$ cat src/rtl/cfg_reg_arbiter.sv
// Round-robin arbiter granting NUM_REQ requesters read/write access to a register bank.
// The bank contents are exported as bank_data for datapath configuration.
module cfg_reg_arbiter #(
    parameter int                    NUM_REQ     = 4,
    parameter int                    ADDR_WIDTH  = 3,
    parameter int                    WORD_WIDTH  = 32,
    parameter logic [WORD_WIDTH-1:0] RESET_VALUE = '0
) (
    input  logic                                 clock,
    input  logic                                 areset_n,
    input  logic                                 clear,
    input  logic [NUM_REQ-1:0]                   req_valid,
    input  logic [NUM_REQ-1:0]                   req_write,
    input  logic [NUM_REQ*ADDR_WIDTH-1:0]        req_addr,
    input  logic [NUM_REQ*WORD_WIDTH-1:0]        req_wdata,
    output logic [NUM_REQ-1:0]                   req_ready,
    output logic [NUM_REQ-1:0]                   rsp_valid,
    output logic [WORD_WIDTH-1:0]                rsp_rdata,
    output logic [(2**ADDR_WIDTH)*WORD_WIDTH-1:0] bank_data
);

    localparam int                 DEPTH       = 2**ADDR_WIDTH;
    localparam int                 PTR_W       = $clog2(NUM_REQ);
    localparam logic [PTR_W:0]     NUM_REQ_EXT = (PTR_W+1)'(NUM_REQ);
    localparam logic [PTR_W-1:0]   LAST_IDX    = PTR_W'(NUM_REQ - 1);

    logic [WORD_WIDTH-1:0] bank_q [DEPTH];
    logic [WORD_WIDTH-1:0] bank_d [DEPTH];
    logic [PTR_W-1:0]      ptr_q, ptr_d;
    logic [NUM_REQ-1:0]    rsp_valid_q, rsp_valid_d;
    logic [WORD_WIDTH-1:0] rsp_rdata_q, rsp_rdata_d;

    logic [ADDR_WIDTH-1:0] addr_arr  [NUM_REQ];
    logic [WORD_WIDTH-1:0] wdata_arr [NUM_REQ];
    logic [NUM_REQ-1:0]    grant;
    logic [PTR_W-1:0]      gnt_idx;
    logic                  gnt_any;
    logic [PTR_W:0]        cand;
    logic [ADDR_WIDTH-1:0] sel_addr;

    for (genvar i = 0; i < NUM_REQ; i++) begin : g_unpack
        assign addr_arr[i]  = req_addr[i*ADDR_WIDTH +: ADDR_WIDTH];
        assign wdata_arr[i] = req_wdata[i*WORD_WIDTH +: WORD_WIDTH];
    end

    for (genvar i = 0; i < DEPTH; i++) begin : g_pack
        assign bank_data[i*WORD_WIDTH +: WORD_WIDTH] = bank_q[i];
    end

    // Search upward from ptr, wrapping at NUM_REQ; first valid requester wins.
    always_comb begin
        grant   = '0;
        gnt_idx = '0;
        gnt_any = 1'b0;
        cand    = '0;
        for (int k = 0; k < NUM_REQ; k++) begin
            cand = {1'b0, ptr_q} + (PTR_W+1)'(k);
            if (cand >= NUM_REQ_EXT) begin
                cand = cand - NUM_REQ_EXT;
            end
            if (!gnt_any && !clear && req_valid[cand[PTR_W-1:0]]) begin
                gnt_any                  = 1'b1;
                gnt_idx                  = cand[PTR_W-1:0];
                grant[cand[PTR_W-1:0]]   = 1'b1;
            end
        end
    end

    assign req_ready = grant;
    assign sel_addr  = addr_arr[gnt_idx];

    // Only one access per cycle, so a read always sees the bank as of the start of its cycle.
    always_comb begin
        bank_d      = bank_q;
        ptr_d       = ptr_q;
        rsp_valid_d = '0;
        rsp_rdata_d = rsp_rdata_q;
        if (clear) begin
            for (int i = 0; i < DEPTH; i++) begin
                bank_d[i] = RESET_VALUE;
            end
            ptr_d = '0;
        end else if (gnt_any) begin
            ptr_d = (gnt_idx == LAST_IDX) ? '0 : gnt_idx + 1'b1;
            if (req_write[gnt_idx]) begin
                bank_d[sel_addr] = wdata_arr[gnt_idx];
            end else begin
                rsp_valid_d = grant;
                rsp_rdata_d = bank_q[sel_addr];
            end
        end
    end

    always_ff @(posedge clock or negedge areset_n) begin
        if (!areset_n) begin
            for (int i = 0; i < DEPTH; i++) begin
                bank_q[i] <= RESET_VALUE;
            end
            ptr_q       <= '0;
            rsp_valid_q <= '0;
            rsp_rdata_q <= '0;
        end else begin
            bank_q      <= bank_d;
            ptr_q       <= ptr_d;
            rsp_valid_q <= rsp_valid_d;
            rsp_rdata_q <= rsp_rdata_d;
        end
    end

    // A clear arriving in the response cycle drops the response of the previous read.
    assign rsp_valid = rsp_valid_q & ~{NUM_REQ{clear}};
    assign rsp_rdata = rsp_rdata_q;

endmodule

$ cat config.mk
export PLATFORM = sky130hd
export DESIGN_NAME = cfg_reg_arbiter
export DESIGN_NICKNAME = d
export VERILOG_FILES = /design/src/rtl/cfg_reg_arbiter.sv
export SDC_FILE = /design/constraint.sdc
export NUM_CORES = 1
export LEC_CHECK = 0
export CAP_MARGIN = 20
export CORE_ASPECT_RATIO = 0.5
export CORE_MARGIN = 4
export CORE_UTILIZATION = 48
export CTS_CLUSTER_SIZE = 14
export DETAILED_ROUTE_END_ITERATION = 6
export PLACE_DENSITY = 0.78
export SLEW_MARGIN = 10
export SYNTH_ARGS = -nofsm -noshare
export SYNTH_HDL_FRONTEND = slang
export SYNTH_SLANG_ARGS = --single-unit
$ cat constraint.sdc
create_clock -name clock -period 4.2 [get_ports clock]
set_clock_uncertainty 0.1 [all_clocks]
set_input_delay 1.26 -clock clock [delete_from_list [all_inputs] [get_ports clock]]
set_output_delay 1.26 -clock clock [all_outputs]
set_load 0.02 [all_outputs]
== After elaboration in Yosys (flattened, before gate mapping) ==
Cells that the tools add are included.
Widths: inputs -> output; s select.
Cells by class
  mux-type cells: 55
  eq/ne operators: 1
  $lt $le $gt $ge: 16
  add/sub/neg operators: 8
  bitwise logic cells: 9
  reduce and logical (&&, ||, !) cells: 20
Operators with widths (count)
  $mux 256: 3
  $bwmux 256: 1
  $mux 32: 5
  $bmux 32 s3: 1
  $demux 32 s3: 1
  $bmux 32 s2: 1
  $mux 4: 7
  $mux 2: 11
  $lt 2x3->1 const B: 5
  $mux 1: 13
  $ge 3x3->1 const B: 4
  $logic_and 1x1->1: 12
  $or 4x4->4: 3
  $bmux 1 s2: 5
  $demux 1 s2: 4
  $ge 2x1->1 const B: 4
  $sub 2x1->2 const B: 4
  $add 2x2->3 const B: 2
  $bmux 3 s2: 1
  $mux 3: 2
  $and 4x4->4: 1
  $ge 4x4->1 const B: 1
  $logic_not 1->1: 4
  $lt 4x1->1 const B: 1
  other kinds (11): 13
Storage, ports and cells
  flip-flop bits (word level): 294

== Depth between registers and ports, before layout ==
  word-level depth: 31
  gate-level depth with buffers: 17
  gate-level depth less buffers: 11

== Worst setup path before layout ==
OpenSTA, ideal clock, no wires.
  path type: input port to flip-flop
  start point: input req_valid[0]
  end point: register rsp_rdata_q[22], in the netlist rsp_rdata[22]
  data arrival time: 3800 ps
  data required time: 3963 ps
  slack: 163 ps
  cell stages on the path: 11
  path buffers: 3
  cell sequence: clkbuf_1 mux2i_1 o21ai_1 a2111oi_2 buf_6 mux4_2 buf_2 a31oi_1 o21ai_0 a222oi_1 a21oi_1
Between the ends
  cells in the longest elaborated chain, start to end: 24
  elaborated cells on any way between the ends: 38
  those cells by class: 24 x mux; 3 x bitwise; 11 x reduce/logical
Ends and longest elaborated chain
  from (decl): line 12  | input logic [NUM_REQ-1:0] req_valid,
  $bmux 1 s2: line 61  | if (!gnt_any && !clear && req_valid[cand[PTR_W-1:0]]) begin
  $mux 1 (not written as such): line 61
  $logic_and 1x1->1: line 61
  $mux 1: line 61
  $logic_not 1->1: line 61
  $logic_and 1x1->1 (2 in a row): line 61
  $mux 1: line 61
  $logic_not 1->1: line 61
  [... 4 more ...]
  $logic_and 1x1->1 (2 in a row): line 61
  $mux 2: line 61
  $not 2->3 (not written as such): line 70  | assign sel_addr = addr_arr[gnt_idx];
  $bmux 3 s2: line 70
  $mux 3 (not written as such) (2 in a row): line 70
  $not 3->4 (not written as such): line 89  | rsp_rdata_d = bank_q[sel_addr];
  $bmux 32 s3: line 89
  $mux 32 (not written as such) (2 in a row): line 89
  to (signal assigned): line 106  | rsp_rdata_q <= rsp_rdata_d;
  to (decl): line 31  | logic [WORD_WIDTH-1:0] rsp_rdata_q, rsp_rdata_d;
Parallel ways exist; a longest one is shown, timed or not. The select of a mux whose other input is x is not followed.
A chain may end at the register's enable or synchronous reset.

== Worst setup path in the final report ==
  start point: input req_valid[3]
  end point: output req_ready[0]
Between the ends
  cells in the longest elaborated chain, start to end: 16
  elaborated cells on any way between the ends: 28
  those cells by class: 15 x mux; 3 x bitwise; 10 x reduce/logical
Ends and longest elaborated chain
  $bmux 1 s2: line 61
  $mux 1 (not written as such): line 61
  $logic_and 1x1->1: line 61
  $mux 1: line 61
  $logic_not 1->1: line 61
  $logic_and 1x1->1 (2 in a row): line 61
  $mux 1: line 61
  $logic_not 1->1: line 61
  $logic_and 1x1->1 (2 in a row): line 61
  $mux 1: line 61
  $logic_not 1->1: line 61
  $logic_and 1x1->1 (2 in a row): line 61
  $mux 4 (*): line 61
  to (decl): line 16  | output logic [NUM_REQ-1:0] req_ready,
Every way passes the cells marked *; elsewhere a longest branch is shown, timed or not. The select of a mux whose other input is x is not followed.

==> out/results.txt <==
Status - finished with violations
Failing checks - setup timing
Commonest non-fill, non-tap cells in the layout - 436 x clkdlybuf4s50_1, 294 x dfrtp_1, 269 x nand2_1
H-tree Lvls - 1
Total Wirelength - 61540 um
Clock Tree Buf Depth - 3
Largest family of logic cells by synthesized area - compound AO/OA/AOI/OAI gates
Clk root buf - clkbuf_16
CP max-delay cell - mux4_2
Layout cells sized above 1 - 15.47%
Final antenna-violating net count - 0
End of the critical path - req_ready[0]
Dpl hpwl - 45140 um
Pre-antenna DRT Iters - 6
Syn avg cell area - 10.56 sq um
Row cnt - 44
Reg-to-reg endpoint - rsp_valid_q[1]
Worst path cell trace - buf_8, buf_6, mux4_2, and3b_2, a222oi_1, nand2_1, buf_6
I/O Pins - 447
Pwr dens - 510.6 nW/um^2
DRC - 0
Multiplexer share of the synthesized area - 5.758%
Compound-Gate Fraction of Synth Area - 25.94%
Worst R2R Path Depth - 22
Pwr Total - 11.03 mW
Critical Path Fanout Max - 6
R2R setup slack - 0.11 ns
GRT Residual Overflow - 0
FF+latch count, synth - 294
XOR/XNOR share of the synthesized area - 0.06034%
Crit. path cell count - 7
Vias in the first global route - 14570
CTS tree - built
Max-cap violations - 0
Vias per inst - 6.446
Most common cell after layout, fill and taps aside - clkdlybuf4s50_1
Distinct cell type count after synthesis - 54
Worst path arrival time - 2.84 ns
Area delta synth->final - 48.82%
Fill cells - 2029
Leakage power - 9.665 nW
Crit Path Category - in -> out
Synth Cell Area - 14520 sq um
Die Wd - 253.9 um
Post-synth EDFFs - 0
Min Tclk post-route - 4.203 ns
Critical Path RT - 2.84 ns
Post-synthesis simple-gate area fraction - 11.61%
Yosys top cell by area - dfrtp_1
Post-synth ARST share - 100.0%
Drt initial violations - 1777
Post-Synth Adder-Cell Area - 0.6896%
Post-Place Cell Area - 20590 sq um
Post-synth top area share - 50.69%
Worst r2r src - ptr_q[0]
Hold/Removal Path Class - reg -> reg
Vias - 14850
TritonCTS buffer count - 27
Type of origin of the critical path - input pin
Hold Buf Count CTS - 0
Fin. Hold Viols - 0
FMAX - 237.9 MHz
Synth area leaders - dfrtp_1 51%, a22o_1 16%, nand2_1 7.0%
Slew Viols, Final - 0
Worst path most repeated cell - buf_6
Final worst path period share - 100.1%
First-pass GRT wire length - 90490 um
Main synth FF type - dfrtp_1
Initial core utilization - 49.37%
CP peak stage delay - 0.43 ns
RSZ-0062 raised after global routing - true
Total GRT Usage - 35.32%
CP bufs+invs - 3
Worst slew margin - 43.19%
Kind of cell adding the most delay to the critical path - multiplexers
Peak supply drop - 349.9 uV
Nets - 2056
Core box area - 29400 sq um
Cell count after synthesis - 1374
Final Setup Violations - 1
Final hold slack - 0.4076 ns
Largest net degree at the start of global routing - 108
Seq/Total Area, Yosys - 50.69%
Post-DR wirelength/cell - 26.71 um
IO buf count - 446
Worst-Margin Slew - 0.8521 ns
# clock sinks - 294
Worst setup EP type - primary output
Worst-Skew Late Latency - 0.57 ns
Syn nets - 1533
Die area - 33260 sq um
Ys Warns - 0
Initial antenna violation count - 0
Ant. Diodes - 0
Reg clk slew, reported paths - 0.07 ns
Setup crit start - req_valid[3]
Setup_tns - -0.002915 ns
Final instance area - 21600 sq um
Chip height - 131.0 um
GPL Wtd Cong - 0.9619
Final setup margin - -0.002915 ns
[metrics by stage]
stage	instances	util (%)	setup WS, ns
floorplan	1374	-	0.1631
global placement	2241	70.05	-0.7163
detailed placement	2241	70.05	-0.7948
CTS	2302	73.30	0.004389
global route	2304	73.48	-0.08450
finish	2304	73.48	-0.002915
[repair_timing]
item,in CTS,in global routing
setup endpoints to repair,274,5
setup buffers,16,2
gates resized for setup,34,19
hold endpoints to repair,0,0
pin swaps,7,5
[logic make-up (layout without fill, tap and decap cells)]
family / Yosys count / in the layout
simple gates: 392 / 392
xor+xnor: 1 / 1
flops: 294 / 294
buf+inv: 157 / 696
compound gates: 453 / 453
mux: 69 / 69
fa+ha+maj: 8 / 8
[where the power goes]
part	internal [mW]	switching, mW
clock network	1.36	1.12
registers	3.24	0.376
logic	2.13	2.80
total	6.74	4.29
[synth_stat cells, drive strengths merged (3+ instances only)]
library cell and instances:
nand2 270, o21ai 24, clkbuf 47, o2111ai 3
a31oi 26, nand4 4, mux2 3, o211a 32
nor2 35, a222oi 13, nand3 57, nand2b 4
a22o 259, a32oi 4, a211oi 7, inv 29
and2 6, dfrtp 294, o22a 5, ha 8
nor2b 6, o221ai 19, a22oi 17, mux2i 56
o2bb2ai 9, a21oi 29, buf 81, mux4 10
nor3 7
[cell type report]
type                    count  area, sq um  share of cell area, %
clock buffers              35        735.7                  3.406
repair buffers            622         6256                  28.96
flip-flops and latches    294         7357                  34.06
clock inverters            10        117.6                 0.5445
multi-input cells         923         6538                  30.26
well taps                 391        489.2                  2.265
inverters                  29        108.9                 0.5039
[flip-flops by register name, summed over array words and instances, names as in the netlist]
signal	count
rsp_valid_q	4
ptr_q	2
bank_data	256
rsp_rdata	32
[worst min path at each step]
stage | startpoint | to | cells after the start | slack [ns]
after global routing | rsp_rdata[20] | rsp_rdata[20] | 1 | 0.43
after CTS | rsp_rdata[15] | rsp_rdata[15] | 1 | 0.41
after floorplan | bank_data[153] | bank_data[153] | 1 | 0.53
after detailed placement | rsp_rdata[15] | rsp_rdata[15] | 1 | 0.40
after global placement | rsp_rdata[20] | rsp_rdata[20] | 1 | 0.40
final | rsp_rdata[15] | rsp_rdata[15] | 1 | 0.41
[per-layer routing]
layer  GRT usage [%]  up-vias  wire [um]  part of all wire (%)
li1                -     6188          -                     -
met1           47.75     7415      23700                    39
met2           57.54     1072      29310                    48
met3           6.824      177       6013                   9.8
met4           13.37        0       2512                   4.1
met5               0        -          0                     0
No activity file was read; power rests on OpenSTA's default activity.
